$ cat config.mk
export PLATFORM = sky130hd
export DESIGN_NAME = mem_bus_arbiter
export DESIGN_NICKNAME = d
export VERILOG_FILES = /design/src/rtl/mem_bus_arbiter_pkg.sv /design/src/rtl/mem_arb_pick.sv /design/src/rtl/mem_bus_arbiter.sv
export SDC_FILE = /design/constraint.sdc
export NUM_CORES = 1
export LEC_CHECK = 0
export CAP_MARGIN = 40
export CORE_MARGIN = 1
export CORE_UTILIZATION = 30
export CTS_BUF_LIST = sky130_fd_sc_hd__clkbuf_8
export DETAILED_ROUTE_END_ITERATION = 10
export GPL_ROUTABILITY_DRIVEN = 0
export PLACE_DENSITY_LB_ADDON = 0.08
export SYNTH_ARGS = -nofsm -noshare
export SYNTH_HDL_FRONTEND = slang
export SYNTH_SLANG_ARGS = --single-unit
$ cat constraint.sdc
create_clock -name clk -period 1.5 [get_ports clk]
set_clock_uncertainty 0.2 [all_clocks]
set_input_delay 0.225 -clock clk [delete_from_list [all_inputs] [get_ports clk]]
set_output_delay 0.225 -clock clk [all_outputs]
set_load 0.01 [all_outputs]
$ cat src/rtl/mem_bus_arbiter_pkg.sv
// Shared types and constants for the memory bus arbiter.
`timescale 1ns/1ps
package mem_bus_arbiter_pkg;

  localparam int ADDR_BUS = 32;
  localparam int DATA_BUS = 32;

  localparam logic SEL_INST = 1'b0;
  localparam logic SEL_DATA = 1'b1;

  typedef enum logic [1:0] {
    IDLE = 2'd0,
    ADDR = 2'd1,
    WAIT = 2'd2
  } arb_state_t;

endpackage

$ cat src/rtl/mem_arb_pick.sv
// Grant selection between the fetch and data requesters.
// ARB_ROUND_ROBIN_EN: alternate on collisions using last_grant instead of fixed data priority.
`timescale 1ns/1ps
module mem_arb_pick
  import mem_bus_arbiter_pkg::*;
(
  input  logic inst_elig,
  input  logic data_elig,
`ifdef ARB_ROUND_ROBIN_EN
  input  logic last_grant,
`endif
  output logic grant_valid,
  output logic grant_sel
);

  always_comb begin
    grant_valid = inst_elig | data_elig;
    grant_sel   = SEL_INST;
`ifdef ARB_ROUND_ROBIN_EN
    // On a tie, the requester that was not served last goes first.
    if (inst_elig && data_elig)
      grant_sel = ~last_grant;
    else if (data_elig)
      grant_sel = SEL_DATA;
`else
    // Data wins ties so older instructions in MEM can drain ahead of fetch.
    if (data_elig)
      grant_sel = SEL_DATA;
`endif
  end

endmodule

$ cat src/rtl/mem_bus_arbiter.sv
// Single-outstanding arbiter sharing one SRAM-like bus between IF fetch and MEM data.
// ARB_ROUND_ROBIN_EN: enables round-robin tie breaking via a last_grant register.
`timescale 1ns/1ps
module mem_bus_arbiter
  import mem_bus_arbiter_pkg::*;
#(
  parameter int ADDR_WIDTH = ADDR_BUS,
  parameter int DATA_WIDTH = DATA_BUS
) (
  input  logic                  clk,
  input  logic                  rst,
  input  logic                  inst_req,
  input  logic [ADDR_WIDTH-1:0] inst_addr,
  output logic [DATA_WIDTH-1:0] inst_rdata,
  output logic                  inst_done,
  input  logic                  data_req,
  input  logic [3:0]            data_we,
  input  logic [ADDR_WIDTH-1:0] data_addr,
  input  logic [DATA_WIDTH-1:0] data_wdata,
  output logic [DATA_WIDTH-1:0] data_rdata,
  output logic                  data_done,
  output logic                  bus_req,
  output logic                  bus_wr,
  output logic [3:0]            bus_wstrb,
  output logic [ADDR_WIDTH-1:0] bus_addr,
  output logic [DATA_WIDTH-1:0] bus_wdata,
  input  logic                  bus_addr_ok,
  input  logic                  bus_data_ok,
  input  logic [DATA_WIDTH-1:0] bus_rdata,
  output logic                  stall_inst,
  output logic                  stall_data
);

  arb_state_t state;
  logic       sel;
  logic       inst_elig;
  logic       data_elig;
  logic       grant_valid;
  logic       grant_sel;
  logic       complete;
`ifdef ARB_ROUND_ROBIN_EN
  logic       last_grant;
`endif

  // A requester whose done pulse is high this cycle is not re-granted.
  assign inst_elig = inst_req & ~inst_done;
  assign data_elig = data_req & ~data_done;

  assign stall_inst = inst_req & ~inst_done;
  assign stall_data = data_req & ~data_done;

  assign complete = ((state == ADDR) && bus_addr_ok && bus_data_ok) ||
                    ((state == WAIT) && bus_data_ok);

  mem_arb_pick u_pick (
    .inst_elig   (inst_elig),
    .data_elig   (data_elig),
`ifdef ARB_ROUND_ROBIN_EN
    .last_grant  (last_grant),
`endif
    .grant_valid (grant_valid),
    .grant_sel   (grant_sel)
  );

  always_ff @(posedge clk) begin
    if (rst) begin
      state      <= IDLE;
      sel        <= SEL_INST;
      bus_req    <= 1'b0;
      bus_wr     <= 1'b0;
      bus_wstrb  <= 4'b0;
      bus_addr   <= '0;
      bus_wdata  <= '0;
      inst_rdata <= '0;
      data_rdata <= '0;
      inst_done  <= 1'b0;
      data_done  <= 1'b0;
`ifdef ARB_ROUND_ROBIN_EN
      last_grant <= SEL_INST;
`endif
    end else begin
      inst_done <= 1'b0;
      data_done <= 1'b0;
      case (state)
        IDLE: begin
          if (grant_valid) begin
            sel       <= grant_sel;
            bus_req   <= 1'b1;
            bus_addr  <= (grant_sel == SEL_DATA) ? data_addr : inst_addr;
            bus_wstrb <= (grant_sel == SEL_DATA) ? data_we : 4'b0;
            bus_wdata <= (grant_sel == SEL_DATA) ? data_wdata : '0;
            bus_wr    <= (grant_sel == SEL_DATA) && (data_we != 4'b0);
`ifdef ARB_ROUND_ROBIN_EN
            last_grant <= grant_sel;
`endif
            state     <= ADDR;
          end
        end
        ADDR: begin
          if (bus_addr_ok) begin
            bus_req <= 1'b0;
            state   <= bus_data_ok ? IDLE : WAIT;
          end
        end
        WAIT: begin
          if (bus_data_ok)
            state <= IDLE;
        end
        default: begin
          bus_req <= 1'b0;
          state   <= IDLE;
        end
      endcase

      // Write completions also capture bus_rdata; the requester ignores it.
      if (complete) begin
        if (sel == SEL_DATA) begin
          data_rdata <= bus_rdata;
          data_done  <= 1'b1;
        end else begin
          inst_rdata <= bus_rdata;
          inst_done  <= 1'b1;
        end
      end
    end
  end

endmodule

### Yosys cells after proc, flatten, opt, wreduce, memory -nomap -nowiden

Cells that the tools add are included.

* eq/ne operators: 5
* multiplexer cells: 14
* bitwise gates (word level): 8
* reduce and logical (&&, ||, !) cells: 13

Operator list (number)
* 32-bit two-way mux: 2
* 2-bit two-way mux: 4
* 2-bit != test (second input constant): 3
* 2-bit one-hot mux with 3 select lines: 1
* 2-bit AND reduction: 3
* 3-bit AND reduction: 2
* 1-bit two-way mux: 5
* 1-bit NOT: 5
* 1-bit logical AND: 4
* 4-bit two-way mux: 1
* 4-bit nonzero test: 1
* 1-bit one-hot mux with 3 select lines: 1
* 1-bit bitwise AND: 2
* 2-bit by 1-bit == test with 1-bit output (second input constant): 1
* 2-bit == test (second input constant): 1
* 2-bit zero test: 1
* 2-bit OR reduction: 1
* 1-bit logical OR: 1
* 1-bit bitwise OR: 1

* bits in registers: 139
* logic and storage cells: 51

### Depth between registers and ports, before layout

Gate-level depths: netlist of run 1.

* depth after elaboration: 6
* mapped depth: 8
* gate-level depth less buffers: 5

### Hierarchy

From an unflattened synthesis of run 1, not the netlist that was laid out.

* cell total of the unflattened synthesis: 583
* area, all modules: 5657.9 um^2

By module, submodules not included
* mem_bus_arbiter: times used 1, cells each 581, area each 5644.2 um^2, seq. area each 2782.7 um^2
* mem_arb_pick: times used 1, cells each 2, area each 13.8 um^2, seq. area each 0.0 um^2

### Worst setup path after synthesis of run 1

No wires, ideal clock.

* path type: flip-flop to flip-flop
* start: register state[1]
* end: register data_rdata[0]
* arrival: 1.300 ns
* data required time: 1.172 ns
* path slack: -0.127 ns
* stages on the path, launching flop included: 6
* path buffers: 1
* cells stage by stage: dfxtp_1 > nand3b_2 > a21oi_4 > buf_6 > mux2i_1 > nor2_1

* longest elaborated chain between the ends: 5
* elaborated cells between the ends (all ways): 7

RTL lines
* from (decl): RTL line mem_bus_arbiter.sv:34 `arb_state_t state;`
* from (signal assigned): RTL line mem_bus_arbiter.sv:102 `state <= bus_data_ok ? IDLE : WAIT;`
* 2-bit by 1-bit == test with 1-bit output: RTL line mem_bus_arbiter.sv:52 `assign complete = ((state == ADDR) && bus_addr_ok && bus_data_ok) ||`
* 1-bit logical AND (2 in a row): RTL line mem_bus_arbiter.sv:52
* 1-bit logical OR *: RTL line mem_bus_arbiter.sv:52
* 2-bit AND reduction (no source line) *
* to (signal assigned): RTL line mem_bus_arbiter.sv:118 `data_rdata <= bus_rdata;`
* to (decl): RTL line mem_bus_arbiter.sv:20 `output logic [DATA_WIDTH-1:0] data_rdata,`

Every way passes the cells marked *; elsewhere a longest branch is shown, timed or not.
A chain may end at the register's enable or synchronous reset.

### Worst setup path after layout of run 1

* start: register state[1]
* end: register bus_addr[5]

* longest elaborated chain between the ends: 2

RTL lines
* 2-bit zero test: RTL line mem_bus_arbiter.sv:84 `case (state)`
* 2-bit AND reduction (no source line)
* to (signal assigned): RTL line mem_bus_arbiter.sv:89 `bus_addr <= (grant_sel == SEL_DATA) ? data_addr : inst_addr;`
* to (decl): RTL line mem_bus_arbiter.sv:25 `output logic [ADDR_WIDTH-1:0] bus_addr,`

No other way between the ends.

==> impl_metrics.csv, run 1 <==
group,metric,value,unit
run_status,status,"complete, but fails checks",
run_status,violations,"negative setup slack",
grt,track_usage,20.7,%
route,drcViolationCount,0,
finish,diodes,0,
timing,fin_ws,-0.184,ns
timing,fin_crit_sh,112,%
critical_path,crit_path_max_incr_delay,0.35,ns
grt,grt_max_degree,48,
finish,final_cell_mix,"clkdlybuf4s50_1 (136), nor2_1 (128), dfxtp_1 (117)",
logic_synthesis,synth_edf_count,0,
finish,final_nets,995,
logic_synthesis,netlist_area,5130,µm²
grt,grt_pass1_vias,5243,
critical_path,cp_num_buf_inv,3,
grt,grt_overflow,0,
clock_network,clkSinkCount,139,
critical_path,critPathArrivalTime,1.79,ns
route,vias_per_cell,4.73,
finish,drive_above_1_share,35.1,%
critical_path,path_common_cell,"buf_6",
critical_path,slowest_stage,"dfxtp_4",
logic_synthesis,ys.flop_type,"dfxtp_1",
power,p_per_area,1020,nW/µm²
power,p_int,6.98,mW
power,pwr-share-seq,42.9,%
grt,antenna_found_initial,0,
power,clkPwrFrac,35.3,%
grt,grt_pass1_wl,28200,µm
power,pwr-share-comb,21.9,%
clock_network,numCtsBuffers,17,
logic_synthesis,synth-seq-area-share,54.2,%
route,vias,5151,
worst_hold_path,min_path_type,"in2reg",
route,drtAntennaViolNets,0,
clock_network,clk_latency,0.44,ns
clock_network,clk_pin_slew_worst_paths,0.08,ns
logic_synthesis,ys_top_cells_by_area,"dfxtp_1 (54%), mux2i_1 (12%), nor2_1 (9.9%), a311oi_1 (5.5%), a22oi_1 (5.3%)",
critical_path,crit_type,"reg2reg",
timing,final_hold_viol_count,0,
placement,dp_hpwl,11400,µm
floorplanning,initial_utilization,30.8,%
floorplanning,die_area,17600,µm²
finish,stdcell_count,1088,
timing,rsz0062_at_grt,"true",
critical_path,critPathCaptureType,"flop",
critical_path,crit_fanout,19,
logic_synthesis,synth_top_cell_by_area,"dfxtp_1",
logic_synthesis,synth.distinct_cells,22,
logic_synthesis,synth_top_area_share,54.2,%
route,drt-initial-drc-count,171,
power,leakage,3.76,nW
critical_path,path_cells,"buf_6 -> buf_6 -> nor2_4 -> o21a_4 -> bufbuf_16 -> a311oi_1",
floorplanning,rows,47,
timing,worstMarginPinSlew,0.382,ns
timing,period_needed,1.68,ns
finish,area_delta_synth_final,80.6,%
critical_path,path_delay_family,"buffers and inverters",
power,p_sw,2.43,mW
power,fin_total_pwr,9.41,mW
power,p_sw_share,25.8,%
placement,port_buffers,275,
critical_path,cp.required,1.61,ns
timing,maxSlewViolCount,0,
finish,final_common_cell,"clkdlybuf4s50_1",
timing,timing.fmax,594,MHz
route,routed_wl,18700,µm
power,ir_drop,0.513,mV
clock_network,cts_tree,"done",
placement,post-place-cells,1014,
critical_path,crit_path_start_kind,"flop",
route,first_pass_iters,4,
logic_synthesis,ys_ff_latch,139,
clock_network,cts-root-buf,"clkbuf_8",
floorplanning,io_pins,276,
flow_run,max-cap-violations,0,
clock_network,htree_levels,4,
clock_network,cts_max_path_buffers,2,
floorplanning,core-area,16600,µm²
logic_synthesis,syn_nets,674,
route,wl_per_cell,17.2,µm
logic_synthesis,synth_cells,536,
timing,setup-violations-final,137,
floorplanning,dieWidth,133,µm
finish,nFillCells,1470,
timing,tns,-16.07,ns
logic_synthesis,synthArstFlopShare,0,%
floorplanning,dieHeight,133,µm
logic_synthesis,synth.avg_cell_area,9.57,µm²
timing,slew_headroom,74.5,%
logic_synthesis,yosys_warnings,0,
[final timing paths]
kind | slack, ns | end | depth (start not counted) | startpoint
max | -0.18 | bus_addr[5] | 6 | state[1]
min | 0.15 | bus_addr[16] | 3 | data_addr[16]
max reg2reg | -0.18 | bus_addr[5] | 6 | state[1]
min reg2reg | 0.27 | bus_wr | 2 | bus_wr
[routing by layer]
layer  vias up  part of all wire, %  global-route usage [%]
met1      2414                   40                    23.7
met3        30                  7.8                    7.13
met5         -                    0                       0
li1       2492                    -                       -
met2       215                   50                    35.3
met4         0                  1.9                    8.17
[power groups by stage]
stage / Clock, mW / Combinational (mW) / Sequential [mW]
after global routing: 3.58 / 2.19 / 4.05
after floorplan: 0 / 0.623 / 4.18
final: 3.32 / 2.06 / 4.03
after detailed placement: 0 / 1.69 / 4.10
after CTS: 3.43 / 1.97 / 4.02
after global placement: 0 / 1.66 / 4.09
[cells in the mapped netlist (8+ instances only)]
library cell / number
dfxtp_1: 139
a22oi_1: 36
mux2i_1: 64
buf_6: 8
nand2_1: 66
nor2_1: 135
a311oi_1: 32
clkbuf_1: 23
buf_2: 9
[layout make-up]
type	count	area, µm²	area share [%]
Clock inverter	10	151	1.63
Timing Repair Buffer	345	3330	36.0
Sequential cell	139	2820	30.4
Clock buffer	20	275	2.97
Inverter	1	8.76	0.0945
Multi-Input combinational cell	353	2410	26.0
Tap cell	220	275	2.97
[worst reg2reg max path, delay by kind of cell (launching register included)]
kind,cells,cell delay (ns)
simple gates,1,0.12
buf+inv,3,0.56
compound gates,2,0.33
flops,1,0.35
[stage by stage]
step,instance area [µm²],util [%],hold WS (ns),setup WS (ns)
CTS,9560,57.4,0.119,-0.227
finish,9260,55.7,0.152,-0.184
global route,9260,55.7,0.132,-0.252
floorplan,5240,-,0.0960,-0.0201
global placement,8290,49.8,0.261,-0.411
detailed placement,8290,49.8,0.266,-0.445
[sequential cells by signal (all words and copies together), names as in the netlist]
register / cells
data_done: 1
bus_wstrb: 4
bus_addr: 32
bus_wdata: 32
bus_wr: 1
inst_rdata: 32
sel: 1
state: 2
bus_req: 1
inst_done: 1
data_rdata: 32
[cells by family (layout without fill, tap and decap cells)]
group | count (synthesis) | after routing | share of synthesized area (%)
AO/OA/AOI/OAI | 78 | 78 | 12.4
AND/OR/NAND/NOR | 211 | 211 | 16.0
multiplexers | 64 | 64 | 12.5
flip-flops | 139 | 139 | 54.2
buffers and inverters | 44 | 376 | 4.88
[timing repair]
| action | in CTS | in global routing |
|---|---|---|
| endpoints found under the setup margin | 250 | 266 |
| cloned | 13 | 8 |
| hold buffers | 1 | 0 |
| setup buffers | 23 | 5 |
| pin swaps | 5 | 40 |
| resized for setup | 370 | 174 |
| hold endpoints to repair | 2 | 0 |
(Power assumes the default switching activity.)
==> run 2, diff against run 1 <==
--- a/config.mk
+++ b/config.mk
@@ -7,7 +7,7 @@
 export LEC_CHECK = 0
 export CAP_MARGIN = 40
 export CORE_MARGIN = 1
-export CORE_UTILIZATION = 30
+export CORE_UTILIZATION = 35
 export CTS_BUF_LIST = sky130_fd_sc_hd__clkbuf_8
 export DETAILED_ROUTE_END_ITERATION = 10
 export GPL_ROUTABILITY_DRIVEN = 0
==> run 2 against run 1 <==
The run still ends with negative setup slack left. Via count is 2.1% higher. Global-route usage is 3.3 points higher. Flip-flop and latch count stayed put. Register-to-register slack worse by 0.05 ns. Setup slack worse by 0.054 ns. Clock power hardly changed.
==> impl_metrics.csv, run 2 (same netlist as run 1, synthesis figures left out) <==
group,metric,value,unit
run_status,status,"complete, but fails checks",
run_status,violations,"negative setup slack",
finish,regArea,2810,µm²
power,leakage,3.76,nW
finish,nFillCells,1116,
finish,stdcell_count,1048,
timing,fin_crit_sh,116,%
placement,post-place-cells,968,
route,first_pass_iters,4,
critical_path,crit_path_start_kind,"flop",
clock_network,clkSinkCount,139,
floorplanning,rows,43,
floorplanning,initial_utilization,36.4,%
route,wl_per_cell,18.1,µm
critical_path,critPathCaptureType,"flop",
grt,track_usage,24.0,%
clock_network,cts-root-buf,"clkbuf_8",
clock_network,numCtsBuffers,17,
grt,grt_pass1_wl,27500,µm
finish,drive_above_1_share,38.6,%
critical_path,crit_fanout,6,
finish,final_nets,992,
finish,final_common_cell,"clkdlybuf4s50_1",
route,drcViolationCount,0,
route,vias,5259,
timing,timing.fmax,575,MHz
power,fin_total_pwr,9.55,mW
placement,port_buffers,275,
finish,final_cell_mix,"clkdlybuf4s50_1 (136), dfxtp_1 (125), nor2_1 (116)",
flow_run,max-cap-violations,0,
critical_path,critPathArrivalTime,1.87,ns
clock_network,cts_tree,"done",
timing,final_hold_viol_count,0,
timing,maxSlewViolCount,0,
grt,grt_max_degree,56,
floorplanning,dieWidth,123,µm
floorplanning,core-area,14100,µm²
route,routed_wl,19000,µm
timing,slew_headroom,73.0,%
critical_path,cp.required,1.63,ns
floorplanning,dieHeight,123,µm
timing,period_needed,1.74,ns
timing,fin_ws,-0.238,ns
clock_network,clk_latency,0.44,ns
timing,setup-violations-final,138,
floorplanning,die_area,15100,µm²
clock_network,cts_max_path_buffers,2,
floorplanning,io_pins,276,
grt,grt_overflow,0,
timing,rsz0062_at_grt,"true",
route,drt-initial-drc-count,178,
route,vias_per_cell,5.02,
finish,multi_input_area,2620,µm²
grt,antenna_found_initial,1,
timing,worstMarginPinSlew,0.404,ns
critical_path,crit_type,"reg2reg",
power,p_per_area,1020,nW/µm²
route,drtAntennaViolNets,0,
clock_network,clk_pin_slew_worst_paths,0.08,ns
finish,area_delta_synth_final,83.3,%
clock_network,htree_levels,4,
power,ir_drop,0.591,mV
grt,grt_pass1_vias,5392,
placement,dp_hpwl,11100,µm
worst_hold_path,min_path_type,"in2reg",
==> run 2: cell count changes in the layout (fill, tap and decap cells not counted), sizes merged <==
cell	previous run	this run
clkbuf	117	133
diode	0	1
clkinv	1	5
buf	82	70
inv	5	3
clkdlybuf4s15	28	21
bufbuf	1	0
clkinvlp	1	2
==> run 2: cell type report <==
type                       instances  share of cell area, %
sequential                       139                   29.8
multi-input combinational        353                   27.9
inverter                           1                 0.0932
clock buffer                      19                   2.78
clock inverter                    13                   1.86
antenna                            1                 0.0266
timing repair buffer             342                   35.1
tap                              180                   2.40
==> run 2: worst paths after layout <==
path              cells past startpoint       endpoint         start  slack [ns]
setup / recovery                      7  data_rdata[0]      state[1]       -0.24
hold / removal                        3    bus_addr[1]  inst_addr[1]        0.15
setup reg to reg                      7  data_rdata[0]      state[1]       -0.24
hold reg to reg                       2         bus_wr        bus_wr        0.25
==> run 2: worst max-delay path, stage by stage (launching register included) <==
cell and delay, ns:
dfxtp_4 0.35, nand3b_4 0.17, buf_6 0.13, a21oi_4 0.18, buf_6 0.16, buf_16 0.14, mux2i_4 0.23, nor2_1 0.06
==> run 2: repair_timing <==
action,4_1_cts,5_1_grt
pin swaps,14,59
setup endpoints to repair,267,262
endpoints found under the hold margin,8,0
resized for setup,337,252
hold buffers,1,0
cloned,17,8
setup buffers,24,9
==> run 2: power breakdown <==
| part | internal [mW] | total, mW | switching, mW |
|---|---|---|---|
| logic | 1.21 | 2.17 | 0.961 |
| clock network | 1.88 | 3.33 | 1.45 |
| registers | 3.90 | 4.05 | 0.145 |
==> run 2: metal layers <==
metal / global-route usage [%] / part of all wire, %
met5: 0 / 0
met4: 10.4 / 2.6
met3: 8.63 / 8.8
met1: 25.5 / 38
met2: 42.8 / 51
==> run 2: through the flow <==
| stage | area [µm²] | setup slack [ns] | TNS, ns | hold slack, ns | util, % |
|---|---|---|---|---|---|
| floorplan | 5240 | -0.0201 | -0.937 | 0.0960 | - |
| detailed placement | 8190 | -0.431 | -50.83 | 0.256 | 58.1 |
| global route | 9400 | -0.292 | -26.16 | 0.145 | 66.7 |
| finish | 9400 | -0.238 | -16.63 | 0.155 | 66.7 |
| global placement | 8190 | -0.383 | -46.50 | 0.245 | 58.1 |
| CTS | 9560 | -0.208 | -18.05 | 0.121 | 67.8 |
==> run 3, diff against run 2 <==
--- a/config.mk
+++ b/config.mk
@@ -9,6 +9,7 @@
 export CORE_MARGIN = 1
 export CORE_UTILIZATION = 35
 export CTS_BUF_LIST = sky130_fd_sc_hd__clkbuf_8
+export CTS_CLUSTER_SIZE = 40
 export DETAILED_ROUTE_END_ITERATION = 10
 export GPL_ROUTABILITY_DRIVEN = 0
 export PLACE_DENSITY_LB_ADDON = 0.08
==> results of run 3 <==
Same layout as run 2: the final DEF is identical, and so are final timing and power.
